**config.mk**
```make
export PLATFORM = sky130hd
export DESIGN_NAME = keypad_scan_ctrl
export DESIGN_NICKNAME = d
export VERILOG_FILES = /design/src/rtl/keypad_pkg.sv /design/src/rtl/key_fifo.sv /design/src/rtl/keypad_scan_ctrl.sv
export SDC_FILE = /design/constraint.sdc
export NUM_CORES = 1
export LEC_CHECK = 0
export CAP_MARGIN = 20
export CORE_MARGIN = 10
export CORE_UTILIZATION = 48
export DETAILED_ROUTE_END_ITERATION = 12
export DONT_BUFFER_PORTS = 1
export PLACE_DENSITY_LB_ADDON = 0.12
export SYNTH_ARGS = -nofsm -noshare
export SYNTH_HDL_FRONTEND = slang
export SYNTH_HIERARCHICAL = 1
export SYNTH_SLANG_ARGS = --single-unit
```
**constraint.sdc**
```tcl
create_clock -name Clk -period 5.9 [get_ports Clk]
set_input_delay 1.18 -clock Clk [delete_from_list [all_inputs] [get_ports Clk]]
set_output_delay 1.18 -clock Clk [all_outputs]
set_load 0.1 [all_outputs]
```
**src/rtl/keypad_pkg.sv**
```systemverilog
// Shared types and helpers for the keypad scan controller and its event FIFO.
package keypad_pkg;

    localparam int unsigned CODE_W = 4;

    typedef logic [CODE_W-1:0] key_code_t;

    typedef enum logic [2:0] {
        ST_IDLE,
        ST_DEBOUNCE,
        ST_PRESSED,
        ST_REPEAT,
        ST_RELEASE
    } kp_state_t;

    // Bits needed to hold 0..max_val; never less than one bit.
    function automatic int unsigned cnt_width(input int unsigned max_val);
        return (max_val < 1) ? 1 : $clog2(max_val + 1);
    endfunction

endpackage

```
**src/rtl/key_fifo.sv**
```systemverilog
// Small power-of-two event FIFO with registered empty/full/head outputs.
module key_fifo
    import keypad_pkg::*;
#(
    parameter int unsigned DEPTH = 4,
    parameter int unsigned W     = CODE_W
) (
    input  logic         clk,
    input  logic         rst_n,
    input  logic         push,
    input  logic [W-1:0] push_data,
    input  logic         pop,
    output logic         full,
    output logic         empty,
    output logic [W-1:0] head
);

    localparam int unsigned AW = $clog2(DEPTH);
    localparam int unsigned CW = AW + 1;

    logic [W-1:0]  mem_q [DEPTH];
    logic [AW-1:0] wr_ptr_q, wr_ptr_d;
    logic [AW-1:0] rd_ptr_q, rd_ptr_d;
    logic [CW-1:0] count_q, count_d;
    logic          empty_q, empty_d;
    logic          full_q, full_d;
    logic [W-1:0]  head_q, head_d;
    logic          do_push, do_pop;

    // A push into a full FIFO is accepted only when a pop frees a slot on the same edge.
    always_comb begin
        do_pop   = pop && !empty_q;
        do_push  = push && (!full_q || do_pop);
        wr_ptr_d = do_push ? wr_ptr_q + AW'(1) : wr_ptr_q;
        rd_ptr_d = do_pop ? rd_ptr_q + AW'(1) : rd_ptr_q;
        count_d  = count_q + CW'(do_push) - CW'(do_pop);
        empty_d  = (count_d == '0);
        full_d   = (count_d == CW'(DEPTH));
        if (count_d == '0) begin
            head_d = '0;
        end else if (do_push && (rd_ptr_d == wr_ptr_q)) begin
            head_d = push_data;
        end else begin
            head_d = mem_q[rd_ptr_d];
        end
    end

    always_ff @(posedge clk or negedge rst_n) begin
        if (!rst_n) begin
            wr_ptr_q <= '0;
            rd_ptr_q <= '0;
            count_q  <= '0;
            empty_q  <= 1'b1;
            full_q   <= 1'b0;
            head_q   <= '0;
        end else begin
            wr_ptr_q <= wr_ptr_d;
            rd_ptr_q <= rd_ptr_d;
            count_q  <= count_d;
            empty_q  <= empty_d;
            full_q   <= full_d;
            head_q   <= head_d;
        end
    end

    always_ff @(posedge clk) begin
        if (do_push) begin
            mem_q[wr_ptr_q] <= push_data;
        end
    end

    assign full  = full_q;
    assign empty = empty_q;
    assign head  = head_q;

endmodule

```
**src/rtl/keypad_scan_ctrl.sv**
```systemverilog
// Keypad scan pacing, per-tick debounce/auto-repeat FSM, and buffered key-event output.
module keypad_scan_ctrl
    import keypad_pkg::*;
#(
    parameter int unsigned TICK_DIV    = 1000,
    parameter int unsigned DEBOUNCE    = 4,
    parameter int unsigned REPEAT_DLY  = 500,
    parameter int unsigned REPEAT_RATE = 100,
    parameter int unsigned FIFO_DEPTH  = 4
) (
    input  logic      Clk,
    input  logic      Reset,
    input  logic      Scan_Valid,
    input  key_code_t Scan_Code,
    output logic      Scan_En,
    output logic      Key_Valid,
    output key_code_t Key_Code,
    input  logic      Key_Ready,
    output logic      Overflow,
    input  logic      Clr_Ovf
);

    localparam int unsigned REP_MAX = (REPEAT_DLY > REPEAT_RATE) ? REPEAT_DLY : REPEAT_RATE;
    localparam int unsigned TICK_W  = cnt_width(TICK_DIV - 1);
    localparam int unsigned DEB_W   = cnt_width(DEBOUNCE);
    localparam int unsigned REP_W   = cnt_width(REP_MAX);

    logic [TICK_W-1:0] tick_cnt_q, tick_cnt_d;
    logic              scan_en_q, scan_en_d;
    kp_state_t         state_q, state_d;
    key_code_t         code_q, code_d;
    logic [DEB_W-1:0]  cnt_q, cnt_d, cnt_inc;
    logic [REP_W-1:0]  rep_q, rep_d, rep_inc;
    logic              ovf_q, ovf_d;
    logic              same;
    logic              push_c;
    logic              pop_c;
    logic              fifo_full, fifo_empty;
    key_code_t         fifo_head;

    // Free-running tick divider; Scan_En is high while the count sits at TICK_DIV-1.
    always_comb begin
        tick_cnt_d = (tick_cnt_q == TICK_W'(TICK_DIV - 1)) ? '0 : tick_cnt_q + TICK_W'(1);
        scan_en_d  = (tick_cnt_d == TICK_W'(TICK_DIV - 1));
    end

    always_ff @(posedge Clk or negedge Reset) begin
        if (!Reset) begin
            tick_cnt_q <= '0;
            scan_en_q  <= 1'b0;
            state_q    <= ST_IDLE;
            code_q     <= '0;
            cnt_q      <= '0;
            rep_q      <= '0;
            ovf_q      <= 1'b0;
        end else begin
            tick_cnt_q <= tick_cnt_d;
            scan_en_q  <= scan_en_d;
            state_q    <= state_d;
            code_q     <= code_d;
            cnt_q      <= cnt_d;
            rep_q      <= rep_d;
            ovf_q      <= ovf_d;
        end
    end

    // Debounce / repeat FSM; it only moves on the edge that closes a Scan_En cycle.
    always_comb begin
        state_d = state_q;
        code_d  = code_q;
        cnt_d   = cnt_q;
        rep_d   = rep_q;
        push_c  = 1'b0;
        same    = Scan_Valid && (Scan_Code == code_q);
        cnt_inc = (cnt_q == DEB_W'(DEBOUNCE)) ? cnt_q : cnt_q + DEB_W'(1);
        rep_inc = (rep_q == REP_W'(REP_MAX)) ? rep_q : rep_q + REP_W'(1);

        if (scan_en_q) begin
            unique case (state_q)
                ST_IDLE: begin
                    if (Scan_Valid) begin
                        code_d = Scan_Code;
                        if (DEBOUNCE == 1) begin
                            push_c  = 1'b1;
                            state_d = ST_PRESSED;
                            rep_d   = '0;
                        end else begin
                            state_d = ST_DEBOUNCE;
                            cnt_d   = DEB_W'(1);
                        end
                    end
                end
                ST_DEBOUNCE: begin
                    if (same) begin
                        cnt_d = cnt_inc;
                        if (cnt_inc == DEB_W'(DEBOUNCE)) begin
                            push_c  = 1'b1;
                            state_d = ST_PRESSED;
                            rep_d   = '0;
                        end
                    end else if (Scan_Valid) begin
                        code_d = Scan_Code;
                        cnt_d  = DEB_W'(1);
                    end else begin
                        state_d = ST_IDLE;
                    end
                end
                ST_PRESSED: begin
                    if (same) begin
                        if (REPEAT_DLY != 0) begin
                            rep_d = rep_inc;
                            if (rep_inc == REP_W'(REPEAT_DLY)) begin
                                push_c  = 1'b1;
                                state_d = ST_REPEAT;
                                rep_d   = '0;
                            end
                        end
                    end else begin
                        state_d = ST_RELEASE;
                        cnt_d   = Scan_Valid ? DEB_W'(0) : DEB_W'(1);
                    end
                end
                ST_REPEAT: begin
                    if (same) begin
                        rep_d = rep_inc;
                        if (rep_inc == REP_W'(REPEAT_RATE)) begin
                            push_c = 1'b1;
                            rep_d  = '0;
                        end
                    end else begin
                        state_d = ST_RELEASE;
                        cnt_d   = Scan_Valid ? DEB_W'(0) : DEB_W'(1);
                    end
                end
                ST_RELEASE: begin
                    if (!Scan_Valid) begin
                        cnt_d = cnt_inc;
                        if (cnt_inc == DEB_W'(DEBOUNCE)) begin
                            state_d = ST_IDLE;
                            cnt_d   = '0;
                        end
                    end else begin
                        cnt_d = '0;
                    end
                end
                default: state_d = ST_IDLE;
            endcase
        end
    end

    // Sticky overflow: a dropped event sets it even when a clear arrives on the same edge.
    always_comb begin
        pop_c = Key_Ready && !fifo_empty;
        ovf_d = ovf_q;
        if (push_c && fifo_full && !pop_c) begin
            ovf_d = 1'b1;
        end else if (Clr_Ovf) begin
            ovf_d = 1'b0;
        end
    end

    key_fifo #(
        .DEPTH (FIFO_DEPTH),
        .W     (CODE_W)
    ) u_fifo (
        .clk       (Clk),
        .rst_n     (Reset),
        .push      (push_c),
        .push_data (Scan_Code),
        .pop       (pop_c),
        .full      (fifo_full),
        .empty     (fifo_empty),
        .head      (fifo_head)
    );

    assign Scan_En   = scan_en_q;
    assign Key_Valid = !fifo_empty;
    assign Key_Code  = fifo_head;
    assign Overflow  = ovf_q;

endmodule

```
Word level (Yosys, flattened, before mapping)

Memories as Yosys holds them, arrays and structs flattened.
Cells that the tools add are included.

Bits in registers: 44
Logic and storage cells: 115
Input bits: 9
Memories: 1
RAM bits: 16
Output and inout bits: 7

Reduce and logical (&&, ||, !) cells: 22
Equality and inequality tests: 27
Add/sub/neg operators: 7
Mux-type cells: 45

Memories:

| memory       | depth | bits a word | read ports | clocked after Yosys merged registers in | wr ports | RTL line       | RTL |
|---|---|---|---|---|---|---|---|
| u_fifo.mem_q | 4     | 4           | 1          | 0                                       | 1        | key_fifo.sv:21 | `logic [W-1:0] mem_q [DEPTH];` |

Operators by type and width:

| operator                                                        | count |
|---|---|
| 9-bit two-way mux                                               | 7 |
| 3-bit two-way mux                                               | 15 |
| 9-bit one-hot mux with 3 select lines                           | 1 |
| 10-bit == test, second input constant                           | 2 |
| 2-bit inequality test, second input constant                    | 10 |
| 9-bit == test, second input constant                            | 2 |
| 4-bit two-way mux                                               | 4 |
| 3-bit one-hot mux with 5 select lines                           | 1 |
| 3-bit == test, second input constant                            | 4 |
| 1-bit two-way mux                                               | 12 |
| 3-bit one-hot mux with 4 select lines                           | 1 |
| 10-bit by 1-bit adder with 10-bit output, second input constant | 1 |
| 10-bit two-way mux                                              | 1 |
| 9-bit by 1-bit adder with 9-bit output, second input constant   | 1 |
| 9-bit by 7-bit == test with 1-bit output, second input constant | 1 |
| 3-bit inequality test, second input constant                    | 3 |
| 4-bit one-hot mux with 2 select lines                           | 1 |
| 8-bit AND reduction                                             | 1 |
| 1-bit logical AND                                               | 7 |
| 3-bit by 2-bit == test with 1-bit output, second input constant | 2 |
| 3-bit zero test                                                 | 2 |
| 3-bit AND reduction                                             | 2 |
| 6-bit AND reduction                                             | 1 |
| 2-bit by 1-bit adder with 2-bit output, second input constant   | 2 |
| 14 further kinds                                                | 17 |

Depth between registers and ports, before layout

Gate-level depths: netlist of run 1.

Depth after elaboration: 12
Depth in mapped cells: 17
Depth with buffers taken out: 17

Cells and area by module

Netlist of run 1, hierarchy kept.

Modules (own cells, without submodules):

| module           | sequential area each (µm²) | cells an instance | area each (µm²) | times used |
|---|---|---|---|---|
| keypad_scan_ctrl | 775.7                      | 241               | 2,150.8         | 1 |
| key_fifo         | 807.0                      | 118               | 1,461.4         | 1 |

Least setup slack after synthesis of run 1

Ideal clock, no wire load.

Path type: input -> register
Start: input port Scan_Code[1]
End: register u_fifo.head_q[2], in the netlist u_fifo/head[2]
Stages on the path: 13
Data required time: 5.781 ns
Path buffers: 0
Path slack: 1.494 ns
Arrival time: 4.287 ns
Setup time: 0.119 ns
Cells stage by stage: xor2_1 -> nor4_4 -> or3b_1 -> a21oi_1 -> a21boi_1 -> inv_1 -> ha_1 -> inv_1 -> ha_1 -> fa_1 -> xnor2_1 -> nor3_1 -> o21ba_1

Longest elaborated chain between the ends: 10
Elaborated cells between the ends (all ways): 14
Classes of those cells: 2 x add/sub; 1 x eq/ne; 7 x mux; 4 x reduce/logical

Ends and longest elaborated chain:

| element                                       | RTL line                                                                 | RTL |
|---|---|---|
| start: declaration                            | keypad_scan_ctrl.sv:14                                                   | `input key_code_t Scan_Code,` |
| 4-bit == test *                               | keypad_scan_ctrl.sv:74                                                   | `same = Scan_Valid && (Scan_Code == code_q);` |
| 1-bit logical AND *                           | keypad_scan_ctrl.sv:74                                                   |  |
| 1-bit two-way mux (on tied branches)          | keypad_scan_ctrl.sv:124, keypad_scan_ctrl.sv:94, keypad_scan_ctrl.sv:109 |  |
| 1-bit one-hot mux with 3 select lines *       | keypad_scan_ctrl.sv:79                                                   | `unique case (state_q)` |
| 1-bit two-way mux *                           | keypad_scan_ctrl.sv:78                                                   | `if (scan_en_q) begin` |
| net push_c                                    | keypad_scan_ctrl.sv:36                                                   | `logic push_c;` |
| 1-bit logical AND *                           | key_fifo.sv:33                                                           | `do_push = push && (!full_q \|\| do_pop);` |
| 3-bit by 1-bit adder with 3-bit output *      | key_fifo.sv:36                                                           | `count_d = count_q + CW'(do_push) - CW'(do_pop);` |
| 3-bit by 1-bit subtractor with 3-bit output * | key_fifo.sv:36                                                           |  |
| net u_fifo.count_d[2]                         | key_fifo.sv:24                                                           | `logic [CW-1:0] count_q, count_d;` |
| 3-bit zero test *                             | --                                                                       |  |
| net u_fifo.empty_d                            | key_fifo.sv:25                                                           | `logic empty_q, empty_d;` |
| 4-bit two-way mux *                           | key_fifo.sv:39                                                           | `if (count_d == '0) begin` |
| net u_fifo.head_d[2]                          | key_fifo.sv:27                                                           | `logic [W-1:0] head_q, head_d;` |
| end signal: assignment                        | key_fifo.sv:55                                                           | `head_q <= '0;` |
| end signal: assignment                        | key_fifo.sv:62                                                           | `head_q <= head_d;` |
| end: declaration                              | key_fifo.sv:27                                                           |  |

Mark *: on every way through the listed nets, which the timed path passes. The rest lies on a longest branch.
A chain may end at the register's enable or synchronous reset.

Worst setup path in the final report of run 1

Start: register rep_q[0]
End: register u_fifo.head_q[2], in the netlist u_fifo/head[2]

Longest elaborated chain between the ends: 12
Elaborated cells between the ends (all ways): 18
Classes of those cells: 3 x add/sub; 3 x eq/ne; 9 x mux; 3 x reduce/logical

Ends and longest elaborated chain:

| element                                                                   | RTL line                                         | RTL |
|---|---|---|
| start: declaration                                                        | keypad_scan_ctrl.sv:33                           | `logic [REP_W-1:0] rep_q, rep_d, rep_inc;` |
| start signal: assignment                                                  | keypad_scan_ctrl.sv:62                           | `rep_q <= rep_d;` |
| 9-bit by 1-bit adder with 9-bit output or 9-bit == test (tied branches)   | keypad_scan_ctrl.sv:76                           | `rep_inc = (rep_q == REP_W'(REP_MAX)) ? rep_q : rep_q + REP_W'(1);` |
| 9-bit two-way mux *                                                       | keypad_scan_ctrl.sv:76                           |  |
| 9-bit by 7-bit == test with 1-bit output or 9-bit == test (tied branches) | keypad_scan_ctrl.sv:126, keypad_scan_ctrl.sv:112 |  |
| 1-bit two-way mux (on tied branches)                                      | keypad_scan_ctrl.sv:126, keypad_scan_ctrl.sv:112 |  |
| 1-bit two-way mux (on tied branches)                                      | keypad_scan_ctrl.sv:124, keypad_scan_ctrl.sv:109 |  |
| 1-bit one-hot mux with 3 select lines *                                   | keypad_scan_ctrl.sv:79                           |  |
| 1-bit two-way mux *                                                       | keypad_scan_ctrl.sv:78                           |  |
| net push_c                                                                | keypad_scan_ctrl.sv:36                           |  |
| 1-bit logical AND *                                                       | key_fifo.sv:33                                   |  |
| 3-bit by 1-bit adder with 3-bit output *                                  | key_fifo.sv:36                                   |  |
| 3-bit by 1-bit subtractor with 3-bit output *                             | key_fifo.sv:36                                   |  |
| net u_fifo.count_d[2]                                                     | key_fifo.sv:24                                   |  |
| 3-bit zero test *                                                         | --                                               |  |
| net u_fifo.empty_d                                                        | key_fifo.sv:25                                   |  |
| 4-bit two-way mux *                                                       | key_fifo.sv:39                                   |  |
| net u_fifo.head_d[2]                                                      | key_fifo.sv:27                                   |  |

Marks and branches as above.

==> results.toml, run 1 <==
[cts]
postCtsSetupRepairBufs = 0
post_cts_resize_count = 0
clk_pin_slew_ns = 0.07
cts_tree = "done"
cts_sinks = 60
cts_inserted_buffers = 9
clkLatencyLatePin_ns = 0.34
root_buffer = "clkbuf_8"
hold_buffers = 0
cts_buffer_depth = 2
h-tree-depth = 3

[power]
seq_power_share = 0.515
p_comb_frac = 0.195
internal_power_mw = 0.777
swShare = 0.362
leakage_nw = 1.56
p_clk_frac = 0.291
peakVddDrop_v = 0.000159
p_switching_mw = 0.440
power.density_mw_per_mm2 = 317

[route]
first_pass_iters = 4
drt_wl_total_um = 7430
ant_nets = 0
drc = 0
dr_total_vias = 2571
viasPerCell = 5.59
top_layer = "met4"
drt-met1-wl_um = 3660
dr.first_iter.drc_count = 77
met2WireLength_um = 3340
wl_per_cell_um = 16.2
wl_met3_um = 343

[global_route]
grt-ovfl-total = 0
grt_pass1_wl_um = 12400
grt_pass1_vias = 2446
grt_max_degree = 45
antenna_found_initial = 1
gr-usage-all-layers = 0.136

[timing]
fin_crit_sh = 0.819
grt_setup_unrepaired = "false"
final.setup.tns_ns = 0
hold_viol_final = 0
worstMarginPinSlew_ns = 0.915
slew_violations = 0
finalClockSkew_ns = 0.0106
setup-violations-final = 0
timing.fmax_mhz = 207
timing.slew.headroom = 0.386
fin_crit_ns = 4.83

[synthesis]
synth_top_area_share = 0.298
syn_nets = 381
async_flop_share = 0.733
synth-seq-cells = 60
synth_ff_type = "dfrtp_1"
synth_edf_count = 16
synth_cell_types = 67
synth_cells = 359
synth_top_cell_by_area = "dfrtp_1"
yosysSeqAreaShare = 0.438
syn_area_mm2 = 0.00361
syn_avg_cell_area_um2 = 10.1
synth.area.top_cells = "dfrtp_1 30%, edfxtp_1 13%, ha_1 4.2%, nor2_1 4.2%, xor2_1 3.6%"
yosys_warnings = 6

[place]
io_buffers = 0
place_congestion = 0.830
hpwl_um = 5140

[die]
initial_core_util = 0.495
coreArea_mm2 = 0.00729
die-area_mm2 = 0.0114
io_pins = 16
die_w_um = 107
rows = 31
die_y_um = 107

[final_layout]
area_growth_syn_to_layout_pct = 6.30
finish.utilization = 0.527
final_nets = 377
final_cell_mix = "43 x dfrtp_1, 40 x nor2_1, 24 x nand2_1"
layout_commonest_cell = "dfrtp_1"
fillers = 698
layout-drive-gt1-share = 0.108
multi_input_area_mm2 = 0.00187
seqCellArea_mm2 = 0.00158

[setup_path]
rrSetupSlack_ns = 1.07
cp-end-kind = "flip-flop"
timing.rr.end = "u_fifo/head[2]"
crit_type = "flip-flop to flip-flop"
start_kind = "flip-flop"
cp_data_arrival_time_ns = 5.06
r2r-start = "rep_q[0]"
reg2regPathDepth = 16
cp_max_fo = 8
cp_data_required_time_ns = 6.13

[min_path]
worstHoldStart = "tick_cnt_q[0]"
hold_depth = 1
holdPathEnd = "tick_cnt_q[0]"
min_path_type = "flip-flop to flip-flop"

[status]
run_status = "finished clean"

[job]
maxCapViolations = 0
==> routing by layer <==
metal,global-route usage,up-vias
li1,-,1289
met1,0.177,1239
met2,0.205,34
met3,0.0467,9
met4,0.0464,0
met5,0,-
==> synth_stat cells, drive strengths merged (2+ instances only) <==
master	instances
dfrtp	43
nor2	40
nand2	24
inv	19
edfxtp	16
xor2	15
nand3	14
a21oi	12
buf	12
ha	12
o21ai	11
xnor2	11
and2	9
nor3	9
mux2i	8
a211oi	7
mux2	6
nand2b	6
nor2b	6
nand3b	5
nor4	5
a311oi	4
a31oi	4
clkbuf	4
nand4	4
nor3b	4
and2b	3
and4	3
nor4b	3
o311a	3
o31ai	3
a21boi	2
and3	2
nand4b	2
o2111a	2
o2111ai	2
o22ai	2
or3	2
==> metrics by stage <==
stage	hold WS [ns]	setup slack [ns]	std cells	total power [mW]	area, um2
2_1_floorplan	0.447	1.49	359	0.834	3610
3_3_place_gp	0.461	1.01	443	0.863	3650
3_5_place_dp	0.477	0.835	443	0.872	3650
4_1_cts	0.484	1.06	459	1.23	3840
5_1_grt	0.506	0.707	460	1.28	3840
6_report	0.480	1.07	460	1.22	3840
==> power by group through the flow <==
stage	clock (mW)	combinational [mW]	sequential (mW)
after floorplan	0	0.242	0.592
after global placement	0	0.228	0.635
after detailed placement	0	0.236	0.636
after CTS	0.364	0.237	0.628
after global routing	0.381	0.265	0.634
final	0.354	0.237	0.626
==> worst max-delay path, stage by stage, from the launching register on <==
cell	delay, ns
dfrtp_1	0.47
ha_1	0.33
nand3_1	0.25
nor2_1	0.18
xor2_1	0.25
o2111ai_2	0.25
or3_1	0.36
a21oi_1	0.22
a21boi_1	0.46
inv_1	0.09
ha_1	0.29
inv_1	0.04
ha_1	0.18
fa_1	0.38
xnor2_1	0.17
nor3_1	0.56
o21ba_1	0.25
==> final cells by class <==
type / count / area share
inverters: 19 / 0.0186
clock buffers: 10 / 0.0332
diodes: 1 / 0.000652
well taps: 99 / 0.0323
clock inverters: 6 / 0.0143
multi-input cells: 264 / 0.487
flip-flops and latches: 60 / 0.412
repair buffers: 1 / 0.00196
==> state kept, by name, summed over array words and instances, names as in the netlist, 2 cells and up <==
register	flops
u_fifo/mem_q	16
tick_cnt_q	10
rep_q	9
code_q	4
u_fifo/head	4
cnt_q	3
state_q	3
u_fifo/count_q	3
u_fifo/rd_ptr_q	2
u_fifo/wr_ptr_q	2
==> kinds of logic (layout without fill, tap and decap cells) <==
logic type / after synthesis / after routing / share of synthesized area
compound gates: 63 / 63 / 0.136
xor+xnor: 27 / 27 / 0.0693
fa+ha+maj: 13 / 13 / 0.0471
buf+inv: 35 / 36 / 0.0443
flops: 60 / 60 / 0.438
mux: 14 / 14 / 0.0409
other cells: 0 / 1 / 0
simple gates: 147 / 147 / 0.224
==> how the worst max path moves through the flow <==
stage                            start        endpoint  slack [ns]  cells after the start
after detailed placement  Scan_Code[1]  u_fifo/head[2]        0.84                     12
after CTS                     rep_q[0]  u_fifo/head[2]        1.06                     16
after floorplan           Scan_Code[1]  u_fifo/head[2]        1.49                     13
after global placement    Scan_Code[1]  u_fifo/head[2]        1.01                     13
final                         rep_q[0]  u_fifo/head[2]        1.07                     16
after global routing          rep_q[0]  u_fifo/head[2]        0.71                     16
(Power assumes the default switching activity.)
==> run 2, diff against run 1 <==
==> constraint.sdc (replaced) <==
create_clock -name Clk -period 4.69 [get_ports Clk]
set_input_delay 0.938 -clock Clk [delete_from_list [all_inputs] [get_ports Clk]]
set_output_delay 0.938 -clock Clk [all_outputs]
set_load 0.1 [all_outputs]
==> results.toml, run 2 (synthesized netlist as in run 1, its figures left out) <==
[final_layout]
area_growth_syn_to_layout_pct = 7.76
final_nets = 380
seqCellArea_mm2 = 0.00158
layout-drive-gt1-share = 0.113
fillers = 675
final_cell_mix = "43 x dfrtp_1, 40 x nor2_1, 24 x nand2_1"
largest_reg_flops = 16
top_regs = "u_fifo/mem_q (16), tick_cnt_q (10), rep_q (9)"
top_register = "u_fifo/mem_q"
layout_commonest_cell = "dfrtp_1"
multi_input_area_mm2 = 0.00187

[cts]
cts_sinks = 60
cts_tree = "done"
hold_buffers = 0
postCtsSetupRepairBufs = 0
cts_inserted_buffers = 9
root_buffer = "clkbuf_8"
h-tree-depth = 3
clk_pin_slew_ns = 0.07
cts_buffer_depth = 2
post_cts_resize_count = 0
clkLatencyLatePin_ns = 0.34

[timing]
slew_violations = 0
hold_viol_final = 0
final.setup.tns_ns = 0
grt_setup_unrepaired = "false"
timing.slew.headroom = 0.394
worstMarginPinSlew_ns = 0.900
fin_crit_sh = 0.895
fin_hold_ws_ns = 0.289
timing.fmax_mhz = 238
setup-violations-final = 0
finalClockSkew_ns = 0.00750
fin_crit_ns = 4.20

[die]
rows = 31
io_pins = 16
initial_core_util = 0.495
die_w_um = 107
coreArea_mm2 = 0.00729
die-area_mm2 = 0.0114
die_y_um = 107

[global_route]
met2_usage = 0.208
gr-usage-all-layers = 0.140
gr-usage-met1 = 0.187
top_usage_layer = "met2"
grt_pass1_vias = 2586
grt-ovfl-total = 0
grt_max_degree = 45
grt_pass1_wl_um = 12800
grt_use_met3 = 0.0455
antenna_found_initial = 1

[power]
fin_total_pwr_mw = 1.59
power.density_mw_per_mm2 = 408
leakage_nw = 1.58
peakVddDrop_v = 0.000173

[place]
place_congestion = 0.872
hpwl_um = 5160
io_buffers = 0

[route]
viasPerCell = 5.65
ant_nets = 0
drc = 0
first_pass_iters = 4
dr_total_vias = 2617
drt_wl_total_um = 7250
wl_per_cell_um = 15.6
dr.first_iter.drc_count = 123

[status]
run_status = "finished clean"

[setup_path]
cp-end-kind = "flip-flop"
cp_data_required_time_ns = 4.94
reg2regPathDepth = 17
cp_data_arrival_time_ns = 4.45
start_kind = "flip-flop"
rrSetupSlack_ns = 0.49
r2r-start = "rep_q[0]"
crit_type = "flip-flop to flip-flop"
timing.rr.end = "u_fifo/head[3]"
cp_max_fo = 8

[min_path]
min_path_type = "input pin to asynchronous set/reset pin"

[job]
maxCapViolations = 0
-- run 2: cell type report --
cell class | count | area share
Timing Repair Buffer | 4 | 0.00771
Inverter | 19 | 0.0183
Clock inverter | 3 | 0.0109
Clock buffer | 13 | 0.0437
Sequential cell | 60 | 0.407
Tap cell | 99 | 0.0318
Multi-Input combinational cell | 264 | 0.480
Antenna cell | 1 | 0.000643
-- run 2: per-stage QoR --
step	worst slack, ns	area (um2)	cells	utilization
finish	0.490	3890	463	0.534
global route	0.0268	3890	463	0.534
CTS	0.463	3890	462	0.533
detailed placement	0.495	3680	446	0.504
global placement	0.616	3680	446	0.504
floorplan	0.526	3610	359	-
-- run 2: how the worst max path moves through the flow --
stage	startpoint	endpoint	slack, ns	depth (start not counted)
after global placement	Scan_Code[1]	u_fifo/head[2]	0.62	14
final	rep_q[0]	u_fifo/head[3]	0.49	17
after global routing	rep_q[0]	u_fifo/head[3]	0.03	17
after CTS	rep_q[0]	u_fifo/head[3]	0.46	17
after detailed placement	Scan_Code[1]	u_fifo/head[3]	0.50	14
after floorplan	Scan_Code[1]	u_fifo/head[2]	0.53	13
-- run 2: report_power, final --
group	switching [mW]	internal [mW]	leakage, nW
Clock	0.204	0.292	0.105
Combinational	0.148	0.162	0.785
Sequential	0.201	0.584	0.695
-- run 2: metal layers --
metal  vias to the layer above  wire [um]  part of all wire
met5                         -          0                 0
met4                         0         68            0.0094
met3                         6        398             0.055
met2                        51       3260              0.45
met1                      1269       3520              0.49
li1                       1291          -                 -
-- run 2: critical path, stage by stage, from the launching register on --
cell and delay, ns:
dfrtp_1 0.46, ha_1 0.31, inv_1 0.12, nand3_1 0.10, a311oi_2 0.42, o2111ai_2 0.28, or3_1 0.36, a21oi_1 0.22
a21boi_1 0.23, inv_1 0.07, ha_1 0.28, inv_1 0.04, ha_1 0.18, fa_1 0.37, xnor2_1 0.23, nor3_1 0.07
buf_4 0.16, nor3_1 0.21
==> run 3, diff against run 2 <==
--- a/config.mk
+++ b/config.mk
@@ -7,10 +7,11 @@
 export LEC_CHECK = 0
 export CAP_MARGIN = 20
 export CORE_MARGIN = 10
-export CORE_UTILIZATION = 48
+export CORE_UTILIZATION = 32
 export DETAILED_ROUTE_END_ITERATION = 12
 export DONT_BUFFER_PORTS = 1
 export PLACE_DENSITY_LB_ADDON = 0.12
+export SKIP_LAST_GASP = 1
 export SYNTH_ARGS = -nofsm -noshare
 export SYNTH_HDL_FRONTEND = slang
 export SYNTH_HIERARCHICAL = 1
==> results.toml, run 3 (synthesized netlist as in run 1, its figures left out) <==
[status]
run_status = "finished clean"

[final_layout]
fillers = 1086
top_regs = "u_fifo/mem_q (16), tick_cnt_q (10), rep_q (9)"
multi_input_area_mm2 = 0.00187
largest_reg_flops = 16
final_cell_mix = "43 x dfrtp_1, 40 x nor2_1, 24 x nand2_1"
finish.utilization = 0.369
area_growth_syn_to_layout_pct = 11.7
layout-drive-gt1-share = 0.121
final_nets = 382
antenna_cells = 0
top_register = "u_fifo/mem_q"
layout_commonest_cell = "dfrtp_1"
seqCellArea_mm2 = 0.00158

[setup_path]
start_kind = "flip-flop"
crit_path_top_delay_cell = "dfrtp_1"
cp_data_required_time_ns = 4.92
crit_type = "flip-flop to flip-flop"
cp-end-kind = "flip-flop"
cpMostUsedCell = "ha_1"
reg2regPathDepth = 17
cp_data_arrival_time_ns = 4.54
cp_max_fo = 8
slowest_delay_ns = 0.46
path_cells = "ha_1 > nand3_1 > nor3b_1 > o2111ai_2 > or3_1 > a21oi_1 > a21boi_1 > buf_4 > inv_1 > ha_1 > inv_1 > ha_1 > fa_1 > xnor2_1 > nor3_1 > buf_4 > nor3_1"

[route]
drt_wl_total_um = 7890
ant_nets = 0
wl_per_cell_um = 15.6
viasPerCell = 5.18
dr_total_vias = 2617
first_pass_iters = 4
dr.first_iter.drc_count = 101
drc = 0

[die]
io_pins = 16
die_w_um = 126
die-area_mm2 = 0.0159
initial_core_util = 0.330
die_y_um = 126
coreArea_mm2 = 0.0109
rows = 38

[power]
seq_power_share = 0.451
swShare = 0.336
peakVddDrop_v = 0.000253
power.density_mw_per_mm2 = 433
p_switching_mw = 0.587
internal_power_mw = 1.16
leakage_nw = 1.63
p_comb_frac = 0.177
p_clk_frac = 0.371
fin_total_pwr_mw = 1.75

[global_route]
gr-usage-all-layers = 0.103
grt_pass1_vias = 2584
grt_max_degree = 45
antenna_found_initial = 0
grt-ovfl-total = 0
grt_pass1_wl_um = 13300

[cts]
clk_pin_slew_ns = 0.06
h-tree-depth = 3
post_cts_resize_count = 0
cts_buffer_depth = 2
hold_buffers = 0
postCtsSetupRepairBufs = 0
cts_sinks = 60
root_buffer = "clkbuf_16"
clkLatencyLatePin_ns = 0.32
cts_tree = "done"
cts_inserted_buffers = 9

[timing]
slew_violations = 0
hold_viol_final = 0
grt_setup_unrepaired = "false"
setup-violations-final = 0
final.setup.tns_ns = 0
fin_hold_ws_ns = 0.303
fin_crit_sh = 0.919
worstMarginPinSlew_ns = 0.963
fin_crit_ns = 4.31
timing.slew.headroom = 0.358
finalClockSkew_ns = 0.00692
timing.fmax_mhz = 232

[place]
io_buffers = 0
hpwl_um = 5530
place_congestion = 0.786

[job]
maxCapViolations = 0

[min_path]
min_path_type = "input pin to asynchronous set/reset pin"
## run 3: path summary, 6_finish.rpt
path                               start        endpoint  slack, ns
max                             rep_q[0]  u_fifo/head[3]       0.38
min                                Reset  u_fifo/head[3]       0.30
max reg2reg                     rep_q[0]  u_fifo/head[3]       0.38
min reg2reg                tick_cnt_q[0]   tick_cnt_q[0]       0.48
max in group asynchronous          Reset    u_fifo/empty       4.20
min in group Clk           tick_cnt_q[0]   tick_cnt_q[0]       0.48
## run 3: through the flow
| step | setup slack (ns) | area [um2] | instances |
|---|---|---|---|
| after detailed placement | 0.427 | 3740 | 489 |
| after global placement | 0.454 | 3740 | 489 |
| after floorplan | 0.526 | 3610 | 359 |
| after CTS | 0.377 | 4040 | 505 |
| final | 0.382 | 4040 | 505 |
| after global routing | 0.0385 | 4040 | 505 |
## run 3: final cells by class
cell class	count	area share
multi-input combinational	264	0.463
sequential	60	0.392
clock buffer	10	0.0567
tap	140	0.0434
inverter	19	0.0177
clock inverter	6	0.0158
timing repair buffer	6	0.0112
## run 3: power groups by stage
stage | sequential (mW) | clock, mW | combinational [mW]
2_1_floorplan | 0.745 | 0 | 0.304
3_3_place_gp | 0.799 | 0 | 0.309
3_5_place_dp | 0.800 | 0 | 0.313
4_1_cts | 0.791 | 0.668 | 0.314
5_1_grt | 0.801 | 0.691 | 0.344
6_report | 0.788 | 0.649 | 0.310
## run 3: critical path: cells and delay by family (launching register included)
kind,cells,cell delay (ns)
DFF,1,0.46
and+or+nand+nor,5,1.30
buffers and inverters,4,0.41
adders and majority gates,4,1.13
xor gates and xnor gates,1,0.24
AOI/OAI and AO/OA,3,0.68
## run 3: routing by layer
layer | vias to the layer above | global-route usage | routed length [um]
met5 | - | 0 | 0
li1 | 1296 | - | -
met1 | 1257 | 0.130 | 3760
met3 | 13 | 0.0432 | 495
met4 | 0 | 0.0355 | 111
met2 | 51 | 0.154 | 3520
